$ cat config.mk
export PLATFORM = sky130hd
export DESIGN_NAME = ex_mem_register
export DESIGN_NICKNAME = d
export VERILOG_FILES = /design/src/rtl/ex_mem_register.sv
export SDC_FILE = /design/constraint.sdc
export NUM_CORES = 1
export LEC_CHECK = 0
export CORE_ASPECT_RATIO = 1.2
export CORE_MARGIN = 4
export CORE_UTILIZATION = 41
export CTS_CLUSTER_DIAMETER = 200
export DETAILED_ROUTE_END_ITERATION = 16
export PLACE_DENSITY = 0.85
export SLEW_MARGIN = 25
export SYNTH_ARGS = -nofsm -noshare
export SYNTH_HDL_FRONTEND = slang
export SYNTH_SLANG_ARGS = --single-unit
$ cat constraint.sdc
create_clock -name clk -period 1.6 [get_ports clk]
set_input_delay 0.32 -clock clk [delete_from_list [all_inputs] [get_ports clk]]
set_output_delay 0.32 -clock clk [all_outputs]
set_load 0.02 [all_outputs]
$ cat src/rtl/ex_mem_register.sv
// ex_mem_register
//   EX/MEM pipeline register of the 5-stage MIPS pipeline. It captures the
//   EX-stage destination, ALU result, store data and MEM/WB control bits once
//   per cycle. It supports hold (stall) and bubble insertion (flush). It also
//   exports the in-flight destination to the forwarding and hazard logic.
//
// Ports
//   clk, rst_n            pipeline clock; asynchronous active-low reset
//   stall, flush          hold / bubble insert (flush wins)
//   ex_*                  EX-stage fields and control bits from ID/EX
//   mem_*                 registered fields presented to the MEM stage
//   fwd_reg_dest          in-flight write destination (0 when none)
//   fwd_load_pending      MEM stage holds a load (load-use hazard detection)
module ex_mem_register #(
  parameter int DATA_WIDTH     = 32,
  parameter int REG_ADDR_WIDTH = 5
) (
  input  logic                      clk,
  input  logic                      rst_n,
  input  logic                      stall,
  input  logic                      flush,
  input  logic                      ex_valid,
  input  logic [REG_ADDR_WIDTH-1:0] ex_reg_dest,
  input  logic [DATA_WIDTH-1:0]     ex_alu_result,
  input  logic [DATA_WIDTH-1:0]     ex_store_data,
  input  logic                      ex_reg_write,
  input  logic                      ex_mem_read,
  input  logic                      ex_mem_write,
  input  logic                      ex_mem_to_reg,
  output logic                      mem_valid,
  output logic [REG_ADDR_WIDTH-1:0] mem_reg_dest,
  output logic [DATA_WIDTH-1:0]     mem_alu_result,
  output logic [DATA_WIDTH-1:0]     mem_store_data,
  output logic                      mem_reg_write,
  output logic                      mem_mem_read,
  output logic                      mem_mem_write,
  output logic                      mem_mem_to_reg,
  output logic [REG_ADDR_WIDTH-1:0] fwd_reg_dest,
  output logic                      fwd_load_pending
);

  typedef struct packed {
    logic reg_write;
    logic mem_read;
    logic mem_write;
    logic mem_to_reg;
  } ctrl_t;

  ctrl_t ctrl_q, ctrl_d;

  // Qualify the control bits at capture time so a bubble or a $0 destination
  // can never look like a pending write downstream.
  always_comb begin
    ctrl_d            = '0;
    ctrl_d.reg_write  = ex_reg_write  & ex_valid & (ex_reg_dest != '0);
    ctrl_d.mem_read   = ex_mem_read   & ex_valid;
    ctrl_d.mem_write  = ex_mem_write  & ex_valid;
    ctrl_d.mem_to_reg = ex_mem_to_reg & ex_valid;
  end

  always_ff @(posedge clk or negedge rst_n) begin
    if (!rst_n) begin
      mem_valid      <= 1'b0;
      mem_reg_dest   <= '0;
      mem_alu_result <= '0;
      mem_store_data <= '0;
      ctrl_q         <= '0;
    end else if (flush) begin
      // Bubble: occupancy, destination and control clear; data fields hold
      // so they stay deterministic without a needless load.
      mem_valid    <= 1'b0;
      mem_reg_dest <= '0;
      ctrl_q       <= '0;
    end else if (!stall) begin
      mem_valid      <= ex_valid;
      mem_reg_dest   <= ex_reg_dest;
      mem_alu_result <= ex_alu_result;
      mem_store_data <= ex_store_data;
      ctrl_q         <= ctrl_d;
    end
  end

  assign mem_reg_write  = ctrl_q.reg_write;
  assign mem_mem_read   = ctrl_q.mem_read;
  assign mem_mem_write  = ctrl_q.mem_write;
  assign mem_mem_to_reg = ctrl_q.mem_to_reg;

  assign fwd_reg_dest     = (mem_valid & ctrl_q.reg_write) ? mem_reg_dest : '0;
  assign fwd_load_pending = mem_valid & ctrl_q.mem_read;

endmodule
==> impl_metrics.csv, run 1 <==
group,metric,value,unit
floorplanning,die_w,84.18,um
setup_path,critPathLaunchType,"flip-flop",
global_route,use_met2,0.3074,
floorplanning,initial_core_util,0.4191,
setup_path,path_class,"reg -> out",
route,first_pass_iters,4,
clocking,clock_sinks,74,
clocking,clockBufferDepth,2,
timing,worst_slew_margin_rel,0.7686,
timing,layout_min_cycle_time,1.519,ns
layout,top_regs,"mem_alu_result x32, mem_store_data x32, mem_reg_dest x5",
layout,layout_commonest_cell,"clkdlybuf4s50_1",
timing,worst_pin_slew,0.3471,ns
clocking,cts-buffers-inserted,9,
setup_path,cpMaxStageDelayCell,"dfrtp_2",
flow_run,maxCapViolations,0,
setup_path,required,1.28,ns
floorplanning,core_area,0.006813,sq mm
timing,slew_violations,0,
clocking,cts_htree_levels,3,
layout,fillCellCount,522,
layout,n_antenna_cell,0,
setup_path,cp.arrival,1.20,ns
synth,syn-num-nets,257,
route,ant_nets,0,
setup_path,worstPathMaxFanout,8,
timing,setup_violations,0,
power_and_ir_drop,p_leak,2.141,nW
route,drt-total-wl,7.151,mm
place,portBuffers,157,
global_route,grt.met3_usage,0.05717,
power_and_ir_drop,peakVddDrop,0.0006949,V
route,drt_iter0_markers,43,
clocking,cts_root_buf,"clkbuf_8",
synth,seq_area_frac_synth,0.6486,
timing,final.period_utilization,0.9494,
synth,synth_seq_cells,74,
global_route,grt_max_degree,65,
place,placed_cell_area,0.004521,sq mm
route,viasPerCell,4.833,
setup_path,critical_path.cell_chain,"and2_1 > clkdlybuf4s15_1",
setup_path,reg2reg_from,"mem_store_data[31]",
global_route,grt_overflow,0,
clocking,tritoncts,"done",
floorplanning,fp-row-count,33,
synth,synth.distinct_cells,18,
timing,hold_viol_final,0,
setup_path,r2r_cells,1,
synth,syn_inst,179,
floorplanning,die_h,99.42,um
layout,layout_common_cells,"76 x clkdlybuf4s50_1, 74 x dlygate4sd2_1, 72 x dfrtp_1, 59 x mux2_2, 11 x clkbuf_8",
clocking,clock_latency,0.33,ns
clocking,postCtsSetupBuffers,0,
setup_path,critPathCaptureType,"output pin",
route,drc,0,
floorplanning,io_pins,158,
synth,avgSynthCellArea,15.95,sq um
global_route,grt_use_met1,0.1844,
hold_path,hold_path.class,"in -> async",
route,vias,2112,
synth,synth.yosys.warnings,0,
place,place_congestion,0.7422,
setup_path,r2r_setup_slack,0.80,ns
setup_path,cp_slowest_stage_delay,0.45,ns
layout,final_area,0.004667,sq mm
route,wire_per_inst,16.36,um
global_route,grtUsageTotal,0.1728,
timing,grt_setup_unrepaired,"no",
power_and_ir_drop,power_density,1125,mW/mm^2
global_route,grt_pass1_wl,11.22,mm
place,hpwl,5.409,mm
setup_path,rr_endpoint,"mem_store_data[31]",
run_status,outcome,"finished clean",
layout,layout-drive-gt1-share,0.2543,
place,dpl.cell_count,420,
timing,holdWs,0.3857,ns
floorplanning,die_area,0.008369,sq mm
clocking,clkSlewWorstSetupHoldPaths,0.08,ns
global_route,busiest_layer,"met2",
layout,synthToLayoutAreaGrowth,63.45,%
timing,fmax,658.3,MHz
layout,fin_cells,437,
layout,nets,423,
global_route,antenna_found_initial,0,
timing,skew,0,ns
synth,synth.cell_area,0.002855,sq mm
global_route,grt_pass1_vias,2305,
power breakdown:
part	switching (mW)	leakage, nW	internal [mW]
clock network	0.658	0.129	1.12
registers	0.122	0.882	2.12
logic	0.613	1.13	0.619
total	1.39	2.14	3.86
critical path, delay by kind of cell (launching register included):
kind	cells	cell delay, ns
simple gates	1	0.14
buf+inv	1	0.28
flops	1	0.45
kinds of logic (layout without fill, tap and decap cells):
logic type | Yosys count | count (layout) | share of synthesized area
muxes | 70 | 70 | 0.2734
buffers and inverters | 8 | 179 | 0.02541
DFF | 74 | 74 | 0.6486
and+or+nand+nor | 22 | 22 | 0.04382
AOI/OAI and AO/OA | 5 | 5 | 0.008763
synthesized netlist by cell type:
cell type,count,area share
or4_1,1,0.0026
nor2_1,6,0.0079
buf_2,1,0.0018
buf_6,5,0.020
and3_1,5,0.011
o21ai_0,1,0.0018
mux2_1,5,0.020
nand2_1,4,0.0053
mux2_2,59,0.23
nor2_4,1,0.0039
nand3b_1,3,0.0079
mux2i_1,6,0.021
clkbuf_1,1,0.0013
dfrtp_1,74,0.65
a21oi_1,4,0.0070
buf_4,1,0.0026
and2_1,1,0.0022
and3b_1,1,0.0031
how the worst max path moves through the flow:
stage	startpoint	endpoint	slack [ns]	cells past startpoint
floorplan	flush	mem_alu_result[10]	0.37	3
global placement	flush	mem_alu_result[13]	-0.11	4
detailed placement	flush	mem_alu_result[20]	-0.15	4
CTS	mem_valid	fwd_reg_dest[2]	0.003	2
global route	mem_valid	fwd_load_pending	0.03	2
finish	mem_valid	fwd_load_pending	0.08	2
what timing repair did:
item                                    4_1_cts  5_1_grt
endpoints found under the setup margin       80        6
hold endpoints to repair                     10        0
gates cloned                                  0        0
gates resized for setup                      86        7
hold buffers                                  1        0
routing by layer:
layer  vias to the layer above  part of all wire
met5                         -                 0
met4                         0             0.023
met3                        16             0.076
met2                       103              0.53
met1                      1033              0.37
li1                        960                 -
metrics by stage:
step | setup slack (ns) | power [mW] | utilization | TNS [ns]
after global routing | 0.02837 | 5.492 | 0.6850 | 0
after floorplan | 0.3738 | 2.890 | - | 0
after global placement | -0.1099 | 3.680 | 0.6635 | -6.443
final | 0.08098 | 5.249 | 0.6850 | 0
after CTS | 0.003023 | 5.328 | 0.6883 | 0
after detailed placement | -0.1458 | 3.721 | 0.6635 | -7.582
layout make-up:
cell class / instances / area (sq um) / share of cell area
clock buffer: 11 / 151.4 / 0.03244
multi-input combinational: 97 / 930.9 / 0.1995
timing repair buffer: 163 / 1521 / 0.3260
clock inverter: 5 / 100.1 / 0.02145
tap: 87 / 108.9 / 0.02332
sequential: 74 / 1854 / 0.3973
No activity file was read; power rests on OpenSTA's default activity.
==> run 2: changes to the inputs <==
CTS_CLUSTER_SIZE = 10   (was default)
==> results of run 2 <==
Same layout as run 1: the final DEF is identical, and so are final timing and power.
==> run 3: changes to the inputs <==
CORE_ASPECT_RATIO = default   (was 1.2)
CORE_UTILIZATION = 43   (was 41)
CTS_BUF_LIST = sky130_fd_sc_hd__clkbuf_2   (was default)
HOLD_SLACK_MARGIN = 0.12   (was default)
PLACE_DENSITY = 0.88   (was 0.85)
==> impl_metrics.csv, run 3 (same netlist as run 1, synthesis figures left out) <==
group,metric,value,unit
power_and_ir_drop,power_density,1016,mW/mm^2
floorplanning,io_pins,158,
timing,skew,0,ns
global_route,grt_max_degree,75,
layout,final_area,0.004448,sq mm
route,drt_iter0_markers,60,
clocking,tritoncts,"done",
hold_path,hold_path.class,"in -> async",
setup_path,crit_start,"mem_reg_write",
power_and_ir_drop,fin_total_pwr,4.519,mW
power_and_ir_drop,pwr-share-clk,0.231,
timing,hold_viol_final,0,
timing,grt_setup_unrepaired,"yes",
clocking,cts-buffers-inserted,9,
setup_path,critical_path.cell_chain,"buf_4 > and3_4 > buf_6",
setup_path,reg2reg_from,"mem_valid",
power_and_ir_drop,peakVddDrop,0.0007107,V
layout,nets,436,
setup_path,r2r_setup_slack,0.60,ns
setup_path,rr_endpoint,"mem_valid",
clocking,cts_htree_levels,3,
global_route,grt_pass1_wl,11.45,mm
place,place_congestion,0.7503,
place,portBuffers,157,
global_route,grt_overflow,0,
setup_path,worst-path-buf-inv,2,
place,dp_slack,-0.1456,ns
layout,multiInputGateArea,958.4,sq um
floorplanning,core_area,0.006386,sq mm
layout,layout-drive-gt1-share,0.5041,
place,placed_cell_area,0.004516,sq mm
global_route,antenna_found_initial,0,
setup_path,cp.arrival,1.41,ns
run_status,outcome,"finished, violations left",
timing,layout_min_cycle_time,1.725,ns
timing,fmax,579.6,MHz
clocking,clkSlewWorstSetupHoldPaths,0.23,ns
route,vias,2162,
setup_path,crit_family,"flip-flops",
place,hpwl,5.439,mm
power_and_ir_drop,p_leak,2.055,nW
timing,final.period_utilization,1.078,
run_status,violations,"setup timing",
setup_path,critPathCaptureType,"output pin",
route,ant_nets,0,
setup_path,cp_slowest_stage_delay,0.49,ns
flow_run,maxCapViolations,0,
floorplanning,fp-row-count,29,
timing,worst_pin_slew,0.3985,ns
setup_path,critPathLaunchType,"flip-flop",
clocking,clock_latency,0.48,ns
clocking,cts_root_buf,"clkbuf_2",
layout,layout_commonest_cell,"clkdlybuf4s50_1",
power_and_ir_drop,p_sw,1.447,mW
setup_path,worstPathMaxFanout,4,
power_and_ir_drop,combPwrFrac,0.271,
clocking,clockBufferDepth,2,
route,drc,0,
layout,fillCellCount,493,
layout,n_antenna_cell,0,
setup_path,endpoint,"fwd_reg_dest[4]",
setup_path,cpMaxStageDelayCell,"dfrtp_2",
floorplanning,die_h,89.49,um
layout,layout_common_cells,"76 x clkdlybuf4s50_1, 72 x dfrtp_1, 68 x clkbuf_2, 59 x mux2_2, 12 x buf_6",
timing,worst_slew_margin_rel,0.7343,
route,drt-total-wl,7.683,mm
layout,synthToLayoutAreaGrowth,55.78,%
floorplanning,initial_core_util,0.4471,
setup_path,crit_cells,3,
global_route,grtUsageTotal,0.1916,
route,viasPerCell,4.914,
route,first_pass_iters,4,
power_and_ir_drop,intPower,3.072,mW
power_and_ir_drop,sw_frac_of_total,0.3203,
timing,setup_violations,6,
route,wire_per_inst,17.46,um
setup_path,r2r_cells,3,
floorplanning,die_area,0.008008,sq mm
layout,seqCellArea,0.001854,sq mm
timing,slew_violations,0,
setup_path,required,1.28,ns
clocking,clock_sinks,74,
layout,top_regs,"mem_alu_result x32, mem_store_data x32, mem_reg_dest x5",
floorplanning,die_w,89.49,um
timing,worst_slack,-0.1254,ns
setup_path,path_class,"reg -> out",
power_and_ir_drop,power_frac_seq,0.498,
global_route,grt_pass1_vias,2328,
[run 3: area by class of cell]
cell class,instances,area share
sequential,74,0.4169
timing repair buffer,176,0.3201
multi-input combinational,97,0.2155
tap,77,0.02166
clock inverter,7,0.01575
clock buffer,9,0.01013
[run 3: worst min-delay path by stage]
stage	endpoint	slack (ns)	cells after the start
2_1_floorplan	mem_alu_result[0]	0.02	0
3_3_place_gp	mem_mem_to_reg	0.38	2
3_5_place_dp	mem_mem_to_reg	0.39	2
4_1_cts	mem_mem_to_reg	0.33	3
5_1_grt	mem_mem_to_reg	0.31	3
6_report	mem_alu_result[15]	0.32	3
[run 3: layer usage]
layer | up-vias | part of all wire | global-route usage
li1 | 993 | - | -
met1 | 1048 | 0.37 | 0.2203
met2 | 104 | 0.50 | 0.3222
met3 | 17 | 0.098 | 0.06820
met4 | 0 | 0.026 | 0.08390
met5 | - | 0 | 0
[run 3: power groups by stage]
stage / clock network (mW) / logic [mW] / registers [mW]
finish: 1.04 / 1.22 / 2.25
global route: 1.18 / 1.31 / 2.29
floorplan: 0 / 0.294 / 2.60
global placement: 0 / 1.41 / 2.27
CTS: 1.08 / 1.34 / 2.25
detailed placement: 0 / 1.43 / 2.29
[run 3: worst reg2reg max path, stage by stage (launching register included)]
cell	delay [ns]
dfrtp_2	0.50
buf_6	0.13
mux2i_1	0.20
nor2_1	0.08
[run 3: timing repair]
action	4_1_cts	5_1_grt
pin swaps	0	2
endpoints found under the hold margin	74	0
setup endpoints to repair	80	78
hold buffers	1	0
buffers inserted	8	5
resized for setup	196	89
[run 3: metrics by stage]
step / utilization / hold slack [ns] / cells / TNS, ns
final: 0.6965 / 0.3234 / 440 / -0.6876
after CTS: 0.7412 / 0.3342 / 436 / -0.8010
after global routing: 0.6965 / 0.3060 / 440 / -1.313
after detailed placement: 0.7071 / 0.3899 / 411 / -7.688
after floorplan: - / 0.02441 / 179 / 0
after global placement: 0.7071 / 0.3814 / 411 / -6.235
